### src/rtl/mm_port_arbiter.sv
// Two-requester round-robin arbiter for the line-wide main memory port.
// One transaction in flight; read data and acks are routed back to the owner.
module mm_port_arbiter #(
  parameter int AW      = 32,
  parameter int DW      = 256,
  parameter int TIMEOUT = 64
) (
  input  logic          clk,
  input  logic          reset,
  input  logic [AW-1:0] r0_a,
  input  logic [DW-1:0] r0_wd,
  input  logic          r0_read,
  input  logic          r0_write,
  output logic [DW-1:0] r0_rd,
  output logic          r0_rd_valid,
  output logic          r0_ack,
  output logic          r0_err,
  input  logic [AW-1:0] r1_a,
  input  logic [DW-1:0] r1_wd,
  input  logic          r1_read,
  input  logic          r1_write,
  output logic [DW-1:0] r1_rd,
  output logic          r1_rd_valid,
  output logic          r1_ack,
  output logic          r1_err,
  output logic [AW-1:0] mm_a,
  output logic [DW-1:0] mm_wd,
  output logic          mm_read,
  output logic          mm_write,
  input  logic [DW-1:0] mm_rd,
  input  logic          mm_valid,
  output logic          busy,
  output logic          owner
);

  typedef enum logic [1:0] {IDLE, ISSUE, WAIT_RD} state_t;

  localparam logic [7:0] TMO_LAST = 8'(TIMEOUT - 1);

  state_t               state, state_n;
  logic                 rr;      // requester favoured when both are pending
  logic                 op_wr;
  logic [7:0]           timer;
  logic [1:0]           pend;
  logic                 gnt;
  logic                 sel_wr;
  logic [AW-1:0]        sel_a;
  logic [DW-1:0]        sel_wd;
  logic [1:0]           ack_q, err_q, rdv_q;
  logic [1:0][DW-1:0]   rd_q;

  assign r0_ack      = ack_q[0];
  assign r1_ack      = ack_q[1];
  assign r0_err      = err_q[0];
  assign r1_err      = err_q[1];
  assign r0_rd_valid = rdv_q[0];
  assign r1_rd_valid = rdv_q[1];
  assign r0_rd       = rd_q[0];
  assign r1_rd       = rd_q[1];

  // A requester still holding its request during its own ack cycle is not re-granted.
  always_comb begin
    pend    = {(r1_read | r1_write) & ~ack_q[1], (r0_read | r0_write) & ~ack_q[0]};
    gnt     = (pend == 2'b11) ? rr : pend[1];
    sel_wr  = gnt ? r1_write : r0_write;
    sel_a   = gnt ? r1_a     : r0_a;
    sel_wd  = gnt ? r1_wd    : r0_wd;
    state_n = state;
    case (state)
      IDLE:    if (|pend) state_n = ISSUE;
      ISSUE:   state_n = op_wr ? IDLE : WAIT_RD;
      WAIT_RD: if (mm_valid || timer == TMO_LAST) state_n = IDLE;
      default: state_n = IDLE;
    endcase
  end

  always_ff @(posedge clk) begin
    if (reset) begin
      state    <= IDLE;
      rr       <= 1'b0;
      op_wr    <= 1'b0;
      timer    <= '0;
      owner    <= 1'b0;
      busy     <= 1'b0;
      mm_a     <= '0;
      mm_wd    <= '0;
      mm_read  <= 1'b0;
      mm_write <= 1'b0;
      ack_q    <= '0;
      err_q    <= '0;
      rdv_q    <= '0;
      rd_q     <= '0;
    end else begin
      state    <= state_n;
      busy     <= (state_n != IDLE);
      mm_read  <= 1'b0;
      mm_write <= 1'b0;
      ack_q    <= '0;
      err_q    <= '0;
      rdv_q    <= '0;
      rd_q     <= '0;
      case (state)
        IDLE: if (|pend) begin
          owner    <= gnt;
          op_wr    <= sel_wr;
          mm_a     <= sel_a;
          mm_wd    <= sel_wd;
          mm_write <= sel_wr;
          mm_read  <= ~sel_wr;
        end
        ISSUE: begin
          timer <= '0;
          if (op_wr) begin
            ack_q[owner] <= 1'b1;
            rr           <= ~owner;
          end
        end
        WAIT_RD: begin
          if (timer != 8'hFF) timer <= timer + 8'd1;
          if (mm_valid) begin
            rd_q[owner]  <= mm_rd;
            rdv_q[owner] <= 1'b1;
            ack_q[owner] <= 1'b1;
            rr           <= ~owner;
          end else if (timer == TMO_LAST) begin
            ack_q[owner] <= 1'b1;
            err_q[owner] <= 1'b1;
            rr           <= ~owner;
          end
        end
        default: ;
      endcase
    end
  end

endmodule

### config.mk
export PLATFORM = sky130hd
export DESIGN_NAME = mm_port_arbiter
export DESIGN_NICKNAME = d
export VERILOG_FILES = /design/src/rtl/mm_port_arbiter.sv
export SDC_FILE = /design/constraint.sdc
export NUM_CORES = 1
export LEC_CHECK = 0
export BUFFER_PORTS_ARGS = -buffer_cell sky130_fd_sc_hd__buf_2
export CAP_MARGIN = 20
export CORE_AREA = 2 2 650 652
export DETAILED_ROUTE_END_ITERATION = 6
export DIE_AREA = 0 0 652 654
export SYNTH_ARGS = -nofsm -noshare
export SYNTH_HDL_FRONTEND = slang
export SYNTH_SLANG_ARGS = --single-unit
### constraint.sdc
create_clock -name clk -period 2.4 [get_ports clk]
set_clock_uncertainty 0.05 [all_clocks]
set_input_delay 0.24 -clock clk [delete_from_list [all_inputs] [get_ports clk]]
set_output_delay 0.24 -clock clk [all_outputs]
set_load 0.05 [all_outputs]
**After elaboration in Yosys (flattened, before gate mapping)**

Index checks and enable logic that the tools add are counted.

- Add/subtract/negate cells: 1
- Order comparisons: 2
- Eq/ne operators: 8
- Mux-type cells: 22
- Bitwise logic cells: 13
- Reduce and logical (&&, ||, !) cells: 12

Operators with widths:

| cell | count |
|---|---|
| bitwise AND 512 bit | 1 |
| 2-to-1 mux 256 bit | 2 |
| demux 256 bit (select 1 bit) | 1 |
| 2-to-1 mux 32 bit | 1 |
| one-hot mux 8 bit (2 select lines) | 1 |
| 2-to-1 mux 2 bit | 6 |
| OR reduction 3 bit | 3 |
| adder 8 x 1 -> 8 bit (second input constant) | 1 |
| == test 8 x 6 -> 1 bit (second input constant) | 1 |
| 2-to-1 mux 8 bit | 1 |
| != test 8 bit (second input constant) | 1 |
| inverter 1 bit | 8 |
| 2-to-1 mux 1 bit | 6 |
| one-hot mux 2 bit (3 select lines) | 1 |
| == test 2 bit (second input constant) | 2 |
| != test 2 bit (second input constant) | 2 |
| one-hot mux 2 bit (2 select lines) | 1 |
| AND reduction 2 bit | 2 |
| nonzero test 2 bit | 2 |
| != test 3 bit (second input constant) | 1 |
| AND reduction 3 bit | 1 |
| bitwise AND 1 bit | 2 |
| == test 2 x 1 -> 1 bit (second input constant) | 1 |
| logical NOT 2 bit | 1 |
| other kinds (8) | 9 |

- Flip-flop bits (word level): 822
- Input port bits: 839
- Output and inout port bits: 810
- Logic and storage cells: 73

**Logic depth before layout (Yosys ltp)**

- Depth in word-level cells: 7
- Depth in mapped cells: 9
- Mapped depth without buffers: 6

**Least setup slack after synthesis**

Ideal clock, no wire load.

- Kind: register to register
- Start: register ack_q[1]
- End: register mm_wd[114]
- Setup time: 0.146 ns
- Arrival time: 1.651 ns
- Data required time: 2.204 ns
- Path slack: 0.553 ns
- Cell stages (with the launch flop): 8
- Buffers on the path: 3
- Clock period less this slack: 1.847 ns
- Cell sequence: dfxtp_1 -> o21ba_4 -> o21a_1 -> buf_4 -> buf_8 -> buf_4 -> a21oi_1 -> a211oi_2

- Longest elaborated chain between the ends: 5
- Elaborated cells between the ends (all ways): 7
- Classes of those cells: 1 x eq/ne; 2 x mux; 2 x bitwise; 2 x reduce/logical

RTL lines:

| what | line | source |
|---|---|---|
| from (decl) | 49 | `logic [1:0] ack_q, err_q, rdv_q;` |
| from (signal assigned) | 89 | `ack_q <= '0;` |
| from (signal assigned) | 98 | `ack_q <= '0;` |
| from (signal, indexed assignment) | 114 | `ack_q[owner] <= 1'b1;` |
| inverter 1 bit (*) | 63 | `pend = {(r1_read \| r1_write) & ~ack_q[1], (r0_read \| r0_write) & ~ack_q[0]};` |
| bitwise AND 1 bit (*) | 63 |  |
| == test 2 bit | 64 | `gnt = (pend == 2'b11) ? rr : pend[1];` |
| 2-to-1 mux 1 bit | 64 |  |
| 2-to-1 mux 256 bit | 67 | `sel_wd = gnt ? r1_wd : r0_wd;` |
| to (signal assigned) | 107 | `mm_wd <= sel_wd;` |
| to (decl) | 27 | `output logic [DW-1:0] mm_wd,` |

Mark *: on every way between the ends. The rest lies on a longest branch, timed or not.
A chain may end at the register's enable or synchronous reset.

**Worst setup path after layout**

- Start: register state[0]
- End: register mm_wd[97]

- Longest elaborated chain between the ends: 2

RTL lines:

| what | line | source |
|---|---|---|
| from (decl) | 40 | `state_t state, state_n;` |
| from (signal assigned) | 94 | `state <= state_n;` |
| logical NOT 2 bit | 102 | `case (state)` |
| AND reduction 2 bit (no source line) | n/a |  |

No other way between the ends.

==> reports/summary.txt <==
Hold violation count in the final report: 0
PwrDens: 813 mW/mm²
Number of DRC markers in iteration 0: 2371
Clock period minus worst slack: 2.28 ns
CP Capture Type: flop
Final Power: 0.0452 W
Actual slew at the worst max-slew pin: 0.949 ns
WL/cell: 28.2 µm
Critical-path top delay cell: dlygate4sd3_1
Dominant synthesized flop cell: dfxtp_1
CP Cell Sequence: inv_1 -> ha_2 -> a21boi_4 -> buf_12 -> buf_4 -> nor2_1 -> a211oi_1 -> dlygate4sd3_1
Clk buf depth: 4
Crit-path max cell delay: 0.58 ns
Synth Area in XOR/XNOR: 0.0317%
Ys async rst share: 0%
Cell row count: 238
Start point of the critical path: state[0]$_SDFF_PP0_
Drt first pass iters: 6
Initial Utilization: 6.59%
MaxCap Viol Count: 0
Largest net degree at the start of global routing: 121
Worst r2r src: state[0]$_SDFF_PP0_
GR Overflow Total: 0
Clock Tree Root: clkbuf_16
Mux cell area share after synthesis: 0.0725%
Synth top area cells: dfxtp_1 60%, and2_1 12%, a211oi_1 6.3%, a21oi_1 5.4%, nand2_1 4.1%
Fin area: 0.0556 mm²
Critical path arrival: 3.04 ns
Pleak: 24.6 nW
Syn avg cell area: 9.88 µm²
Post-Synth Simple-Gate Area: 20.4%
Later-pin clock latency in the skew report: 0.79 ns
Initial antenna violation count: 257
Cell Area, Synth: 0.0276 mm²
Register area share after synthesis: 59.6%
Worst Path Max Fanout: 7
Crit Path Class: flop to flop
Adder-Cell Fraction of Synth Area: 0.227%
Fin worst setup slack: 0.121 ns
Main combinational cell family by area after synthesis: simple AND/OR/NAND/NOR gates
WL final: 310 mm
IO Port Bufs: 1648
Nets: 6153
Number of global-route vias before repair: 31800
Status: completed
Clock transition at path regs: 0.07 ns
Period utilization: 94.9%
Setup crit start kind: flop
Die Height: 654 µm
H-Tree Depth: 3
Synth top area share: 59.6%
Post-route ant nets: 0
Yosys top cell by area: dfxtp_1
RePlAce Congestion: 0.993
CTS tree: done
Syn Inst Count: 2795
Unique masters post-synth: 51
Area grow syn2layout: 101%
CTS sink count: 822
FMAX: 439 MHz
Chip width: 652 µm
Via density: 2.99
Peak supply drop: 0.551 mV
Share of layout cells above drive strength 1: 36.6%
Final slew viol count: 0
Die area: 0.426 mm²
Ys Warns: 0
Placed standard-cell area: 0.0426 mm²
Post-synthesis compound-gate area fraction: 15.1%
CP required: 3.16 ns
Synthesized flop and latch total: 822
Pre-CTS setup slack: 0.185 ns
Routed vias: 32900
Total track usage: 13.8%
Fin Setup TNS: 0 ns
Setup violations, final: 0
CTS Buf Count: 107
I/O pin cnt: 1649
Slew margin rel.: 36.8%
# DRC: 0
Worst min-delay path class: input port to flop
Number of synthesized flops with an enable pin: 0
RSZ-0062 raised after global routing: no
First-pass GRT wire length: 373 mm
Hold_sp: r1_write
Mapped Nets: 3639
Core Area: 0.419 mm²
DP HPWL: 269 mm
## placed cells by master (no fill, tap or decap), types with 4 or more instances in the layout
cell,instances
clkbuf_1,17
clkinv_2,10
a21oi_1,299
a211oi_2,58
clkinv_4,7
bufinv_16,8
inv_1,4
buf_2,1646
inv_6,11
dfxtp_1,822
buf_4,33
clkbuf_8,22
dlygate4sd3_1,898
buf_12,40
clkbuf_16,111
nand2_1,299
nor2_1,292
ha_1,4
a211oi_1,232
diode_2,102
and2_1,513
## through the flow
stage / instances / hold slack, ns / utilization, %
after floorplan: 2795 / 0.267 / -
after global placement: 9814 / 0.400 / 10.2
after detailed placement: 9814 / 0.403 / 10.2
after CTS: 10900 / 0.0000141 / 13.2
after global routing: 11000 / 0.0351 / 13.2
final: 11000 / 0.0354 / 13.3
## path summary, 6_finish.rpt
kind	end	slack (ns)	cells past startpoint
worst max-delay path	mm_wd[97]$_SDFFE_PP0P_	0.12	8
worst min-delay path	mm_write$_SDFF_PP0_	0.04	3
worst max register to register	mm_wd[97]$_SDFFE_PP0P_	0.12	8
worst min register to register	mm_wd[206]$_SDFFE_PP0P_	0.44	2
## synth_stat cells, types with 2 or more instances
master,count
a2bb2oi_1,2
o21a_1,2
inv_1,4
nor3_1,3
buf_4,8
and3_1,4
or2_2,2
nand2b_1,2
nor2_1,292
dfxtp_1,822
nor3b_2,2
nand2_1,299
a211oi_1,232
buf_6,32
o21ai_0,3
nor4b_1,2
a21oi_1,299
ha_1,5
mux2i_1,2
and2_1,513
clkbuf_1,50
nand3_1,3
a211oi_2,58
o2bb2ai_1,2
buf_2,100
clkbuf_2,27
## flip-flops by register name, summed over array words and instances, names as in the netlist
register	cells
state	2
op_wr	1
mm_write	1
rdv_q	2
ack_q	2
r0_rd	256
timer	8
r1_rd	256
owner	1
busy	1
mm_read	1
err_q	2
mm_a	32
rr	1
mm_wd	256
## worst max-delay path, delay by kind of cell (launching register included)
kind            cells  cell delay (ns)
fa+ha+maj           1             0.25
buf+inv             4             1.07
compound gates      2             0.48
simple gates        1             0.06
flops               1             0.37
## per-layer routing
layer	routed length (µm)	GRT usage, %	vias up
met2	152000	24.4	1987
met1	111000	14.5	15600
li1	-	-	14400
met4	13800	4.57	124
met3	32900	6.06	747
met5	836	0	-
## area by class of cell
cell class | count | area, µm²
antenna | 102 | 255
fill | 47700 | 364000
multi-input combinational | 1750 | 9930
tap | 5520 | 6910
inverter | 5 | 18.8
timing repair buffer | 2623 | 18400
clock inverter | 43 | 556
sequential | 822 | 16500
clock buffer | 147 | 3070
## kinds of logic (layout without fill, tap and decap cells)
logic type,count (synthesis),in the layout
AND/OR/NAND/NOR,1130,1130
flip-flops,822,822
AO/OA/AOI/OAI,612,612
buffers and inverters,223,2818
adder cells (fa/ha/maj),5,5
multiplexers,2,2
XOR/XNOR,1,1
other,0,102
## report_power, final
part           internal, W  switching [W]
clock network      0.00987        0.00716
registers           0.0146       0.000568
logic              0.00383        0.00915
total               0.0283         0.0169
## what timing repair did
action | CTS | global route
hold buffers | 898 | 0
hold endpoints to repair | 817 | 0
resized for setup | 0 | 3
buffers inserted | 0 | 5
setup endpoints to repair | 0 | 13
(Power assumes the default switching activity.)
